===== config.mk =====
export PLATFORM = sky130hd
export DESIGN_NAME = vga_fb_reader_flat
export DESIGN_NICKNAME = d
export VERILOG_FILES = /design/src/rtl/vga_fb_reader_if.sv /design/src/rtl/vga_fb_reader.sv /design/src/flat_wrapper.sv
export SDC_FILE = /design/constraint.sdc
export NUM_CORES = 1
export LEC_CHECK = 0
export CAP_MARGIN = 0
export CORE_ASPECT_RATIO = 0.75
export CORE_MARGIN = 4
export CORE_UTILIZATION = 40
export DETAILED_ROUTE_END_ITERATION = 10
export GPL_TIMING_DRIVEN = 0
export SLEW_MARGIN = 20
export SYNTH_ARGS = -nofsm -noshare
export SYNTH_HDL_FRONTEND = slang
export SYNTH_SLANG_ARGS = --single-unit

===== constraint.sdc =====
create_clock -name clk -period 9.4 [get_ports clk]
set_input_delay 2.35 -clock clk [delete_from_list [all_inputs] [get_ports clk]]
set_output_delay 2.35 -clock clk [all_outputs]
set_load 0.05 [all_outputs]

===== src/rtl/vga_fb_reader_if.sv =====
// Framebuffer read port and DAC pins of the VGA scan-out stage.
// No valid/ready: the reader issues one address per pixel clock, the RAM answers one cycle later, and the pins never stall.
interface vga_fb_reader_if;
  logic [18:0] ram_rdaddr;
  logic [7:0]  ram_q;
  logic        hsync;
  logic        vsync;
  logic        blank_n;
  logic [7:0]  pixel;
  logic        frame_start;

  modport master (
    output ram_rdaddr, hsync, vsync, blank_n, pixel, frame_start,
    input  ram_q
  );

  modport slave (
    input  ram_rdaddr, hsync, vsync, blank_n, pixel, frame_start,
    output ram_q
  );
endinterface


===== src/rtl/vga_fb_reader.sv =====
// 640x480@60 VGA scan-out: centres a runtime-sized grayscale framebuffer image and drives sync/blank/pixel.
// Optional: define VGA_BORDER_EN to draw an 8'hFF 1-pixel ring around the image window.
module vga_fb_reader #(
  parameter int         H_ACTIVE = 640,
  parameter int         H_FP     = 16,
  parameter int         H_SYNC   = 96,
  parameter int         H_BP     = 48,
  parameter int         V_ACTIVE = 480,
  parameter int         V_FP     = 10,
  parameter int         V_SYNC   = 2,
  parameter int         V_BP     = 33,
  parameter logic [7:0] BG_PIXEL = 8'h00
) (
  input  logic            clk,
  input  logic            rst_n,
  input  logic [9:0]      img_w,
  input  logic [9:0]      img_h,
  vga_fb_reader_if.master bus
);

  localparam int          H_TOTAL  = H_ACTIVE + H_FP + H_SYNC + H_BP;
  localparam int          V_TOTAL  = V_ACTIVE + V_FP + V_SYNC + V_BP;
  localparam logic [9:0]  H_LAST   = 10'(H_TOTAL - 1);
  localparam logic [9:0]  V_LAST   = 10'(V_TOTAL - 1);
  localparam logic [9:0]  HS_START = 10'(H_ACTIVE + H_FP);
  localparam logic [9:0]  HS_END   = 10'(H_ACTIVE + H_FP + H_SYNC);
  localparam logic [9:0]  VS_START = 10'(V_ACTIVE + V_FP);
  localparam logic [9:0]  VS_END   = 10'(V_ACTIVE + V_FP + V_SYNC);
  localparam logic [9:0]  H_ACT    = 10'(H_ACTIVE);
  localparam logic [9:0]  V_ACT    = 10'(V_ACTIVE);
  localparam logic [10:0] H_ACT_W  = 11'(H_ACTIVE);
  localparam logic [10:0] V_ACT_W  = 11'(V_ACTIVE);

  logic [9:0]  h, v;
  logic        frame_latch, frame_end;
  logic [10:0] lat_w, lat_h, lat_x0, lat_y0;
  logic [10:0] cur_w, cur_h, x0, y0;
  logic [10:0] win_w, win_h, win_x0, win_y0;
  logic [10:0] h_ext, v_ext;
  logic        in_win, hs_raw, vs_raw, blank_raw;
  logic [18:0] addr;
  logic        win_d1, hs_d1, vs_d1, blank_d1, fs_d1;
  logic [7:0]  pix_sel;

  assign frame_latch = (h == 10'd0) && (v == 10'd0);
  assign frame_end   = (h == H_LAST) && (v == V_LAST);
  assign h_ext       = {1'b0, h};
  assign v_ext       = {1'b0, v};

  always_ff @(posedge clk or negedge rst_n) begin
    if (!rst_n) begin
      h <= 10'd0;
      v <= 10'd0;
    end else if (h == H_LAST) begin
      h <= 10'd0;
      v <= (v == V_LAST) ? 10'd0 : v + 10'd1;
    end else begin
      h <= h + 10'd1;
    end
  end

  // The latch cycle itself already uses the freshly sampled window, so pixel (0,0) is correct for full-size images.
  always_comb begin
    lat_w  = ({1'b0, img_w} > H_ACT_W) ? H_ACT_W : {1'b0, img_w};
    lat_h  = ({1'b0, img_h} > V_ACT_W) ? V_ACT_W : {1'b0, img_h};
    lat_x0 = (H_ACT_W - lat_w) >> 1;
    lat_y0 = (V_ACT_W - lat_h) >> 1;
    win_w  = frame_latch ? lat_w  : cur_w;
    win_h  = frame_latch ? lat_h  : cur_h;
    win_x0 = frame_latch ? lat_x0 : x0;
    win_y0 = frame_latch ? lat_y0 : y0;
  end

  always_ff @(posedge clk or negedge rst_n) begin
    if (!rst_n) begin
      cur_w <= 11'd0;
      cur_h <= 11'd0;
      x0    <= 11'd0;
      y0    <= 11'd0;
    end else if (frame_latch) begin
      cur_w <= lat_w;
      cur_h <= lat_h;
      x0    <= lat_x0;
      y0    <= lat_y0;
    end
  end

  assign in_win = (h_ext >= win_x0) && (h_ext < win_x0 + win_w) &&
                  (v_ext >= win_y0) && (v_ext < win_y0 + win_h);

  // Cleared on the last cycle of a frame so the latch cycle already presents address 0.
  always_ff @(posedge clk or negedge rst_n) begin
    if (!rst_n)         addr <= 19'd0;
    else if (frame_end) addr <= 19'd0;
    else if (in_win)    addr <= addr + 19'd1;
  end

  assign bus.ram_rdaddr = addr;

  assign hs_raw    = !((h >= HS_START) && (h < HS_END));
  assign vs_raw    = !((v >= VS_START) && (v < VS_END));
  assign blank_raw = (h < H_ACT) && (v < V_ACT);

`ifdef VGA_BORDER_EN
  logic in_ring, ring_d1;

  assign in_ring = (win_w != 11'd0) && (win_h != 11'd0) && !in_win &&
                   (h_ext + 11'd1 >= win_x0) && (h_ext <= win_x0 + win_w) &&
                   (v_ext + 11'd1 >= win_y0) && (v_ext <= win_y0 + win_h);

  always_ff @(posedge clk or negedge rst_n) begin
    if (!rst_n) ring_d1 <= 1'b0;
    else        ring_d1 <= in_ring;
  end
`endif

  // First delay stage runs alongside the RAM read.
  always_ff @(posedge clk or negedge rst_n) begin
    if (!rst_n) begin
      win_d1   <= 1'b0;
      hs_d1    <= 1'b1;
      vs_d1    <= 1'b1;
      blank_d1 <= 1'b0;
      fs_d1    <= 1'b0;
    end else begin
      win_d1   <= in_win;
      hs_d1    <= hs_raw;
      vs_d1    <= vs_raw;
      blank_d1 <= blank_raw;
      fs_d1    <= frame_latch;
    end
  end

  always_comb begin
    pix_sel = 8'h00;
    if (blank_d1) begin
      if (win_d1) pix_sel = bus.ram_q;
`ifdef VGA_BORDER_EN
      else if (ring_d1) pix_sel = 8'hFF;
`endif
      else pix_sel = BG_PIXEL;
    end
  end

  always_ff @(posedge clk or negedge rst_n) begin
    if (!rst_n) begin
      bus.hsync       <= 1'b1;
      bus.vsync       <= 1'b1;
      bus.blank_n     <= 1'b0;
      bus.pixel       <= 8'h00;
      bus.frame_start <= 1'b0;
    end else begin
      bus.hsync       <= hs_d1;
      bus.vsync       <= vs_d1;
      bus.blank_n     <= blank_d1;
      bus.pixel       <= pix_sel;
      bus.frame_start <= fs_d1;
    end
  end

endmodule

===== src/flat_wrapper.sv =====
// flat-port wrapper written by rule: the top's interface ports become plain ports
module vga_fb_reader_flat 
#(
  parameter int         H_ACTIVE = 640,
  parameter int         H_FP     = 16,
  parameter int         H_SYNC   = 96,
  parameter int         H_BP     = 48,
  parameter int         V_ACTIVE = 480,
  parameter int         V_FP     = 10,
  parameter int         V_SYNC   = 2,
  parameter int         V_BP     = 33,
  parameter logic [7:0] BG_PIXEL = 8'h00
)
  (clk, rst_n, img_w, img_h, bus_ram_rdaddr, bus_hsync, bus_vsync, bus_blank_n, bus_pixel, bus_frame_start, bus_ram_q);
  vga_fb_reader_if bus_i ();
  input  logic clk;
  input  logic rst_n;
  input  logic [9:0] img_w;
  input  logic [9:0] img_h;
  output wire logic [$bits(bus_i.ram_rdaddr)-1:0] bus_ram_rdaddr;
  output wire logic [$bits(bus_i.hsync)-1:0] bus_hsync;
  output wire logic [$bits(bus_i.vsync)-1:0] bus_vsync;
  output wire logic [$bits(bus_i.blank_n)-1:0] bus_blank_n;
  output wire logic [$bits(bus_i.pixel)-1:0] bus_pixel;
  output wire logic [$bits(bus_i.frame_start)-1:0] bus_frame_start;
  input wire logic [$bits(bus_i.ram_q)-1:0] bus_ram_q;
  assign bus_ram_rdaddr = bus_i.ram_rdaddr;
  assign bus_hsync = bus_i.hsync;
  assign bus_vsync = bus_i.vsync;
  assign bus_blank_n = bus_i.blank_n;
  assign bus_pixel = bus_i.pixel;
  assign bus_frame_start = bus_i.frame_start;
  assign bus_i.ram_q = bus_ram_q;
  vga_fb_reader #(.H_ACTIVE(H_ACTIVE), .H_FP(H_FP), .H_SYNC(H_SYNC), .H_BP(H_BP), .V_ACTIVE(V_ACTIVE), .V_FP(V_FP), .V_SYNC(V_SYNC), .V_BP(V_BP), .BG_PIXEL(BG_PIXEL)) u_core (.clk(clk), .rst_n(rst_n), .img_w(img_w), .img_h(img_h), .bus(bus_i));
endmodule

Word-level counts from Yosys, hierarchy flattened
Cells that the tools add are included.

Register bits after elaboration: 100. Bits of input ports: 30.

$add $sub $neg: 7. Order comparisons: 12. Equality and inequality tests: 2. Mux-type cells: 12. Reduce and logical (&&, ||, !) cells: 13.

Operator list (count): 11-bit two-way mux (4); 10-bit two-way mux (4); 19-bit two-way mux (2); 11-bit adder (2); 10-bit by 11-bit greater-or-equal comparator with 1-bit output (2); 10-bit by 11-bit less-than comparator with 1-bit output (2); 10-bit by 1-bit adder with 10-bit output, second input constant (2); 10-bit equality test, second input constant (2); 10-bit zero test (2); 10-bit less-than comparator, second input constant (2); 10-bit by 9-bit less-than comparator with 1-bit output, second input constant (2); 19-bit by 1-bit adder with 19-bit output, second input constant (1); 8-bit two-way mux (2); 10-bit by 11-bit subtractor with 11-bit output, first input constant (1); 9-bit by 11-bit subtractor with 11-bit output, first input constant (1); 10-bit greater-or-equal comparator, second input constant (1); 10-bit by 9-bit greater-or-equal comparator with 1-bit output, second input constant (1); 10-bit > comparator, second input constant (1); 10-bit by 9-bit > comparator with 1-bit output, second input constant (1); 1-bit logical AND (8); 1-bit zero test (2); 2-bit nonzero test (1).

Depth between registers and ports, before layout
Gate-level depths: netlist of run 1.

Depth after elaboration: 11. Depth in mapped cells: 29.

Least setup slack after synthesis of run 1
OpenSTA, ideal clock, no wires.

Path kind: in2reg. From: in img_w[2]. To: reg u_core.addr[10], in the netlist u_core.bus.ram_rdaddr[10]. Library setup time: 0.078 ns. Arrival: 7.857 ns. Data required time: 9.322 ns. Slack: 1.465 ns. Cell stages on the path: 28. Cell sequence: or4_1 buf_2 or4_1 a21o_1 nand2_1 nand2_1 ha_1 clkbuf_1 xnor2_1 o21ai_0 ha_1 a21o_1 a21oi_1 nor2b_1 a221o_1 a21o_1 a21o_1 xnor2_1 ha_1 o21ai_0 nor2_1 a21oi_1 o2bb2ai_1 nand4b_1 nand3_2 clkbuf_1 or4_1 a21oi_1.

Word-level cells in the longest chain between the ends: 10.

Ends and longest elaborated chain: start, declared (RTL line flat_wrapper.sv:18) `input logic [9:0] img_w;`; 10-bit > comparator (RTL line vga_fb_reader.sv:64) `lat_w = ({1'b0, img_w} > H_ACT_W) ? H_ACT_W : {1'b0, img_w};`; 10-bit two-way mux * (RTL line vga_fb_reader.sv:64); 10-bit by 11-bit subtractor with 11-bit output * (RTL line vga_fb_reader.sv:66) `lat_x0 = (H_ACT_W - lat_w) >> 1;`; 11-bit two-way mux * (RTL line vga_fb_reader.sv:70) `win_x0 = frame_latch ? lat_x0 : x0;`; via u_core.win_x0[1] (RTL line vga_fb_reader.sv:38) `logic [10:0] win_w, win_h, win_x0, win_y0;`; 11-bit adder (RTL line vga_fb_reader.sv:88) `assign in_win = (h_ext >= win_x0) && (h_ext < win_x0 + win_w) &&`; 10-bit by 11-bit less-than comparator with 1-bit output (RTL line vga_fb_reader.sv:88); 1-bit logical AND * (2 in series) (RTL line vga_fb_reader.sv:88); 1-bit logical AND * (RTL line vga_fb_reader.sv:89) `(v_ext >= win_y0) && (v_ext < win_y0 + win_h);`; 2-bit nonzero test (no source line) *; end signal, assigned (RTL line vga_fb_reader.sv:95) `else if (in_win) addr <= addr + 19'd1;`; end, declared (RTL line vga_fb_reader.sv:41) `logic [18:0] addr;`.

The timed path passes the listed nets; every way through them passes the cells marked *. A chain may end at the register's enable or synchronous reset.

Worst setup path after layout of run 1
From: in img_w[2]. To: reg u_core.addr[16], in the netlist u_core.bus.ram_rdaddr[16].

Same word-level chain as after synthesis.

==> impl.org, run 1 <==
** Status
- The run finished with clean final reports.

** Logic synthesis
- Synthesized-area fraction occupied by xor and xnor cells :: 0.0479
- Counting flops with a built-in enable in the synthesized netlist gives 0.
- Syn Std Cell Area :: 0.00659 mm^2
- Mean area per synthesized cell :: roughly 9.1 um^2
- Of the total synthesized cell area, the portion taken by full adders, half adders and majority gates is 0.126.
- By area, the combinational part of the netlist is dominated by simple AND/OR/NAND/NOR gates.
- Counting every net in the synthesized netlist gives 816.
- Yosys attributes the largest share of cell area to sky130_fd_sc_hd__dfrtp_1 (36%), sky130_fd_sc_hd__ha_1 (12%), sky130_fd_sc_hd__nand2_1 (5.3%).
- Of the post-synthesis cell area, the dominant cell type holds 0.365.
- Of the total synthesized cell area, the portion taken by AND, OR, NAND and NOR gates is 0.208.
- Proportion of synthesized chip area in sequential cells :: 0.381
- Primary flip-flop cell chosen by synthesis mapping :: sky130_fd_sc_hd__dfrtp_1
- Synthesized-area fraction occupied by ao, oa, aoi and oai cells :: 0.181
- Share of synthesized area spent on multiplexers :: 0.0152
- Number of distinct library cell variants in the gate-level netlist after synthesis :: 67
- The synthesized design spends more area on one cell type than any other, namely sky130_fd_sc_hd__dfrtp_1.
- For this run, asynchronously set or reset flops after synthesis account for 1.00.
- In this run, synthesis produced a sequential element count of 100.
- Yosys printed 0 warnings.
- Synthesis produced a netlist whose cell count is 721.

** GRT
- Overall track demand over capacity in global routing :: 0.189
- Wire length of the first global-routing pass :: around 29000 um
- Entering global routing, the biggest net connects 62 pins.
- The number of antenna violations at the first check in global routing was 0.
- Number of global-route vias before repair :: 5634
- Summed over all layers, the global routing overflow is 0.

** Critical path
- Slowest cell on the critical path :: sky130_fd_sc_hd__or4_1
- Broken down by cell family, the worst path's largest delay share belongs to compound AO/OA/AOI/OAI gates.
- Critical path data arrival time :: 9.22 ns
- Highest fanout seen on the critical path :: 10
- At the worst endpoint, the required time is about 9.7 ns.
- Crit path buf inv count :: 4
- In this run the register-to-register setup slack is ~1.8 ns.
- The critical path is of the in -> reg type.
- Crit-path most repeated cell :: sky130_fd_sc_hd__a21o_1
- Nature of the critical path startpoint :: primary input
- The endpoint identified for the worst register-to-register timing path is u_core.bus.ram_rdaddr[16].
- Number of cells on the worst reg-to-reg path :: 24
- STA classifies the critical path endpoint as a flip-flop.
- Largest stage delay, worst path :: 0.55 ns
- Reg-to-Reg Start :: u_core.v[4]

** Floorplanning
- Die outline width :: 156 um
- The die covers ~0.019 mm^2.
- IO Count :: 61
- The region available for standard cell placement spans approximately 0.016 mm^2.
- For this configuration, the core starts out at a cell density of 0.410.
- Rows :: 40
- The die is ~120 um tall.

** STA
- In this run the tightest slew margin relative to its limit is 0.463.
- Setup violations remaining at the end of the flow were counted as 0.
- The count of final hold-check violations is 0.
- Maximum achievable frequency :: 0.112 GHz
- Setup repair after global routing left no endpoint under its margin.
- Time the final worst path needs with I/O delays and setup :: around 9.0 ns
- Between clock sinks in the finished design, the worst skew comes to 0.00785 ns.
- Final slew viol count :: 0
- In the finished design, the share of the clock period the worst path needs comes to 0.954.
- Slew at the pin closest to its max-slew limit :: 0.801 ns

** Detailed routing
- Number of optimization iterations in the first detailed-route pass :: 5
- The first routing iteration left about 380 violations.
- Across all layers, the routed design uses 5621 vias.
- Remaining antenna violation count after routing :: 0
- Routed WL per cell :: 17.0 um
- After detailed routing, the number of vias per cell comes to 5.59.
- DRC violations left :: 0
- After detailed routing, the total wire length is 17100 um.

** CTS
- At the later pin of the worst-skew pair, clock insertion delay measures 0.35 ns.
- CTS sink count :: 100
- Clock tree from TritonCTS :: done
- No sink is reached through more buffers than the 2 on the longest clock path.
- The tree is rooted in a sky130_fd_sc_hd__clkbuf_16.
- Number of buffers inserted during clock tree synthesis :: 9
- Clk slew on worst S/H paths :: 0.07 ns
- CTS HTree Levels :: 3

** Finish
- Most frequent cells in the layout :: sky130_fd_sc_hd__dfrtp_1 (96), sky130_fd_sc_hd__nand2_1 (92), sky130_fd_sc_hd__ha_1 (63)
- The repair_antennas step left the layout with diodes totalling 0.
- Final design area excluding fillers :: around 0.0078 mm^2
- In the final layout, flip-flops and latches occupy 0.00251 mm^2.
- Leading cell type in the layout, fill and taps excluded :: sky130_fd_sc_hd__dfrtp_1
- Of the cells placed in the final design, the portion with a size suffix greater than 1 is 0.0603.
- The filler cells instantiated in the layout total 1529.
- For this run, the share of the core covered by cells in the final layout is 0.484.
- Layout overhead on the synthesized area :: 18.0%
- The net count of the finished layout is 886.
- Multi-input gate area in the final layout :: approximately 0.0038 mm^2

** Hold path
- End of the worst hold path :: u_core.bus.hsync
- The worst hold path belongs to the class reg -> reg.
- In this run the most critical hold path is launched from u_core.hs_d1.
- The worst hold path was traced through 0 stages.

** Power
- For this design the ratio of total power to cell area is between 100 and 150 mW/mm^2.
- The design draws between 1 and 1.5 mW.
- VDD sags by at most 75.4 uV.
- Reported leakage power :: 3.56 nW

** Flow run
- Across the run, the number of max-cap violations was 0.

** Placement
- Routability Congestion :: about 0.83
- After detailed placement, the total cell area comes to 0.00746 mm^2.
- In this run the tool buffered the top-level ports with 58 buffer cells.
- Detailed-placement wirelength estimate :: 13100 um
-- per-stage QoR --
step | setup TNS, ns | setup slack (ns) | hold WS (ns) | instances
CTS | 0 | 0.187 | 0.359 | 1006
global route | 0 | 0.00897 | 0.360 | 1006
floorplan | 0 | 1.46 | 0.331 | 721
finish | 0 | 0.435 | 0.359 | 1006
global placement | 0 | 0.0206 | 0.342 | 989
detailed placement | -1.05 | -0.154 | 0.346 | 990
-- logic make-up after synthesis --
logic type      count (synthesis)
mux                             9
compound gates                179
fa+ha+maj                      65
simple gates                  267
buf+inv                        65
xor+xnor                       36
flops                         100
-- final cells by class --
class | count | share of cell area
tap | 210 | 0.0338
sequential | 100 | 0.323
timing repair buffer | 59 | 0.0787
clock inverter | 6 | 0.00918
inverter | 34 | 0.0164
multi-input combinational | 556 | 0.491
clock buffer | 10 | 0.0295
buffer | 31 | 0.0184
-- worst register-to-register path, delay by kind of cell (launching register included) --
kind / cells / cell delay [ns]
AO/OA/AOI/OAI: 12 / 2.82
XOR/XNOR: 1 / 0.10
adder cells (fa/ha/maj): 2 / 0.50
buffers and inverters: 3 / 0.99
flip-flops: 1 / 0.49
AND/OR/NAND/NOR: 6 / 2.59
-- routing by layer --
| layer | wire, um | vias to the layer above | track usage |
|---|---|---|---|
| li1 | - | 2757 | - |
| met1 | 8370 | 2708 | 0.275 |
| met2 | 7600 | 138 | 0.289 |
| met3 | 952 | 18 | 0.0414 |
| met4 | 221 | 0 | 0.0439 |
| met5 | 0 | - | 0 |
-- worst max-delay path by stage --
stage / from / endpoint / slack, ns / depth (start not counted)
detailed placement: img_w[4] / u_core.bus.ram_rdaddr[17] / -0.15 / 30
global route: img_w[2] / u_core.bus.ram_rdaddr[16] / 0.009 / 29
global placement: img_w[4] / u_core.bus.ram_rdaddr[10] / 0.02 / 29
finish: img_w[2] / u_core.bus.ram_rdaddr[16] / 0.44 / 29
floorplan: img_w[2] / u_core.bus.ram_rdaddr[10] / 1.46 / 28
CTS: img_w[4] / u_core.bus.ram_rdaddr[17] / 0.19 / 30
-- registers in the layout (all words and copies together) (netlist names), 8 cells and up --
signal / cells
u_core.bus.pixel: 8
u_core.v: 10
u_core.cur_h: 11
u_core.y0: 11
u_core.bus.ram_rdaddr: 19
u_core.cur_w: 11
u_core.h: 10
u_core.x0: 11
-- Yosys cell counts, types with 13 or more instances --
master / instances
sky130_fd_sc_hd__nor2_1: 31
sky130_fd_sc_hd__o21ai_0: 48
sky130_fd_sc_hd__nand3_1: 27
sky130_fd_sc_hd__nand2_1: 93
sky130_fd_sc_hd__dfrtp_1: 96
sky130_fd_sc_hd__inv_1: 34
sky130_fd_sc_hd__xor2_1: 17
sky130_fd_sc_hd__xnor2_1: 19
sky130_fd_sc_hd__and2_1: 13
sky130_fd_sc_hd__and3_1: 20
sky130_fd_sc_hd__nor3_1: 17
sky130_fd_sc_hd__or4_1: 20
sky130_fd_sc_hd__a21oi_1: 40
sky130_fd_sc_hd__clkbuf_1: 23
sky130_fd_sc_hd__o31ai_1: 21
sky130_fd_sc_hd__a21o_1: 17
sky130_fd_sc_hd__ha_1: 63
-- where the power goes --
group          switching, mW  internal (mW)
Combinational          0.113         0.0813
Sequential           0.00501          0.443
Clock                  0.173          0.210
Total                  0.291          0.734
-- timing repair --
action	CTS	global route
resized for setup	0	6
endpoints found under the setup margin	0	19
setup buffers	0	0
hold buffers	0	0
Power figures use the tool's default switching activity.
==> inputs of run 2 (changes only) <==
==> constraint.sdc (replaced) <==
create_clock -name clk -period 8 [get_ports clk]
set_input_delay 2 -clock clk [delete_from_list [all_inputs] [get_ports clk]]
set_output_delay 2 -clock clk [all_outputs]
set_load 0.05 [all_outputs]
==> run 2 against run 1 <==
Compared with the run above:
- setup slack got worse by 0.14 ns
- register-to-register slack lost 0.93 ns
- flip-flop and latch count did not move
- core utilization rose by 0.87 points
- worst hold slack worse by 0.00077 ns
- critical path depth shrank 1
- cell area up 1.8%
- non-clock buffer count increased by 6
- clock skew fell by 0.00064 ns
- critical path type unchanged
- largest cell class unchanged
- highest routed layer unchanged
==> impl.org, run 2 (synthesized netlist as in run 1, its figures left out) <==
** Finish
- Final design area excluding fillers :: 0.00791 mm^2
- Antenna diode instance count :: 0
- After filler insertion, the fill cell instance count of the layout stands at between 1500 and 2000.
- The register with the most flip-flops in the layout has 19 of them.
- Total area of sequential cells :: 0.00251 mm^2
- The multi-input combinational cells in the finished layout cover a total of approximately 0.004 mm^2.
- The top cell types in the final layout, fill and taps aside, are sky130_fd_sc_hd__dfrtp_1 (96), sky130_fd_sc_hd__nand2_1 (90), sky130_fd_sc_hd__ha_1 (62).
- Final net count :: 892
- Leading cell type in the layout, fill and taps excluded :: sky130_fd_sc_hd__dfrtp_1
- Compared with the post-synthesis result, the final layout area differs by 20.1%.
- Share of final-layout standard cells stronger than drive strength 1 :: 0.0885
- Number of non-filler instances in the completed layout :: 1012

** Floorplanning
- In this run the vertical extent of the chip is 119 um.
- IO Count :: 61
- The core region is around 0.016 mm^2.
- The initial utilization of the core area, before any placement, comes to 0.410.
- The floorplan step defined a die boundary enclosing about 0.019 mm^2.
- Rows :: 40
- The die is 156 um wide.

** Critical path
- Slowest cell on the critical path :: sky130_fd_sc_hd__or4_1
- Nature of the critical path startpoint :: primary input
- In this design, the stage delay of the slowest critical-path cell is 0.50 ns.
- Endpoint class of the critical path :: flip-flop
- Required time worst endpoint :: just over 8 ns
- Along the worst path, the maximum fanout reaches 8.
- By instance count, the cell type seen most on the critical path is sky130_fd_sc_hd__a21o_1.
- In this run the register-to-register setup slack is 0.89 ns.
- Data arrives at the worst endpoint at 7.98 ns.
- By startpoint and endpoint, the worst setup path is classified as in -> reg.

** GRT
- Gr ovfl total :: 0
- The number of antenna violations at the first check in global routing is 0.
- Overall track demand over capacity in global routing :: 0.191
- Pin count of the biggest net entering global routing :: between 60 and 70
- Wire length of the first global-routing pass :: 28900 um
- The number of global-route vias before repair is 5663.

** Placement
- After detailed placement, the total cell area comes to between 0.007 and 0.008 mm^2.
- Routability-driven placement finished with a final weighted congestion of roughly 0.83.
- Number of placed instances with taps included :: 990
- # port buffers :: slightly below 60
- Detailed-placement wirelength estimate :: ~13000 um

** Status
- Result of the run :: complete, no violations

** Detailed routing
- In the final routed layout, each cell accounts on average for around 17 um.
- Number of optimization iterations in the first detailed-route pass :: 5
- The routed design has 17400 um of wire.
- Detailed routing inserted a total of 5634 vias.
- Remaining antenna violation count after routing :: 0
- Dividing the detail-routed via count by the number of cells gives about 5.6.
- DR iter-0 viols :: about 330
- In the routed design, unresolved DRC markers number 0.

** STA
- At the pin with the least slew margin, the transition time is 0.859 ns.
- Maximum achievable frequency :: 0.130 GHz
- Across the routed clock network, the largest skew measured is 0.00722 ns.
- Final slew viol count :: 0
- Total of endpoints with negative setup slack in the final report :: 0
- The worst path needs 7.70 ns of the cycle, external delays included.
- Relative max-transition margin :: 0.424
- Dividing the final minimum period by the clock period gives 0.963.
- The count of final hold-check violations was 0.

** CTS
- Buffer cell driving the clock tree root :: sky130_fd_sc_hd__clkbuf_16
- After clock tree synthesis, the clock-pin slew on the worst setup and hold paths is 0.07 ns.
- Source-to-sink clock delay at the later pin of the worst-skew pair :: 0.35 ns
- For this design, the CTS-stage hold fixing added 0 buffers.
- CTS HTree Levels :: 3
- CTS sink count :: 100
- Counting along the longest clock path gives a buffer depth of 2.
- Clock tree from TritonCTS :: done
- Number of buffers inserted during clock tree synthesis :: 9

** Power
- Across the VDD grid, the largest voltage drop is a little under 90 uV.
- Power Dens Cells :: between 150 and 200 mW/mm^2
- Summed over all cells, the static leakage comes to 3.62 nW.

** Hold path
- Hold crit path type :: reg -> reg

** Flow run
- Max-cap violations in this run came to 0.
run 2: cell types whose count changed in the layout (fill, tap and decap cells not counted), moves of 4 or more:
cell                            before  now
sky130_fd_sc_hd__a21oi_1            40   36
sky130_fd_sc_hd__a21oi_2             1    5
sky130_fd_sc_hd__buf_4               1    8
sky130_fd_sc_hd__dlygate4sd2_1       0    4
run 2: path summary, 6_finish.rpt:
kind,depth (start not counted),to,start
setup reg to reg,26,u_core.bus.ram_rdaddr[7],u_core.v[4]
hold reg to reg,0,u_core.bus.hsync,u_core.hs_d1
hold / removal,0,u_core.bus.hsync,u_core.hs_d1
max in group asynchronous,2,u_core.hs_d1,rst_n
setup / recovery,28,u_core.bus.ram_rdaddr[7],img_w[4]
min in group asynchronous,1,u_core.cur_h[4],rst_n
run 2: worst max-delay path: cells and delay by family:
| kind | cells | cell delay, ns |
|---|---|---|
| and+or+nand+nor | 9 | 2.12 |
| AOI/OAI and AO/OA | 11 | 2.02 |
| adders and majority gates | 3 | 0.80 |
| buffers and inverters | 3 | 0.69 |
| xor gates and xnor gates | 2 | 0.32 |
run 2: what timing repair did:
item                                    CTS  global route
pin swaps                                 0             3
endpoints found under the setup margin   20            20
resized for setup                        18            16
buffers inserted                          0             6
cloned                                    1             0
run 2: cell type report:
cell class / count / share of cell area
Sequential cell: 100 / 0.317
Clock inverter: 6 / 0.00902
Timing Repair Buffer: 66 / 0.0830
Multi-Input combinational cell: 556 / 0.494
Inverter: 34 / 0.0161
Buffer: 30 / 0.0188
Clock buffer: 10 / 0.0289
Tap cell: 210 / 0.0332
run 2: layer usage:
layer	GRT usage	vias to the layer above	wire [um]
met4	0.0444	0	222
met5	0	-	0
li1	-	2762	-
met1	0.276	2724	8510
met3	0.0414	18	957
met2	0.292	130	7700
run 2: report_power, final:
| part | switching, mW | internal (mW) | total, mW |
|---|---|---|---|
| clock network | 0.204 | 0.246 | 0.450 |
| logic | 0.138 | 0.103 | 0.241 |
| registers | 0.00610 | 0.521 | 0.527 |
| total | 0.348 | 0.870 | 1.22 |
run 2: stage by stage:
stage	util	total power, mW	setup TNS, ns	hold slack [ns]	setup slack [ns]
floorplan	-	0.689	0	0.331	0.415
global placement	0.462	0.753	-18.25	0.342	-1.03
detailed placement	0.465	0.763	-21.25	0.346	-1.20
CTS	0.486	1.22	0	0.359	0.0862
global route	0.492	1.28	-0.00823	0.360	-0.00823
finish	0.492	1.22	0	0.358	0.295
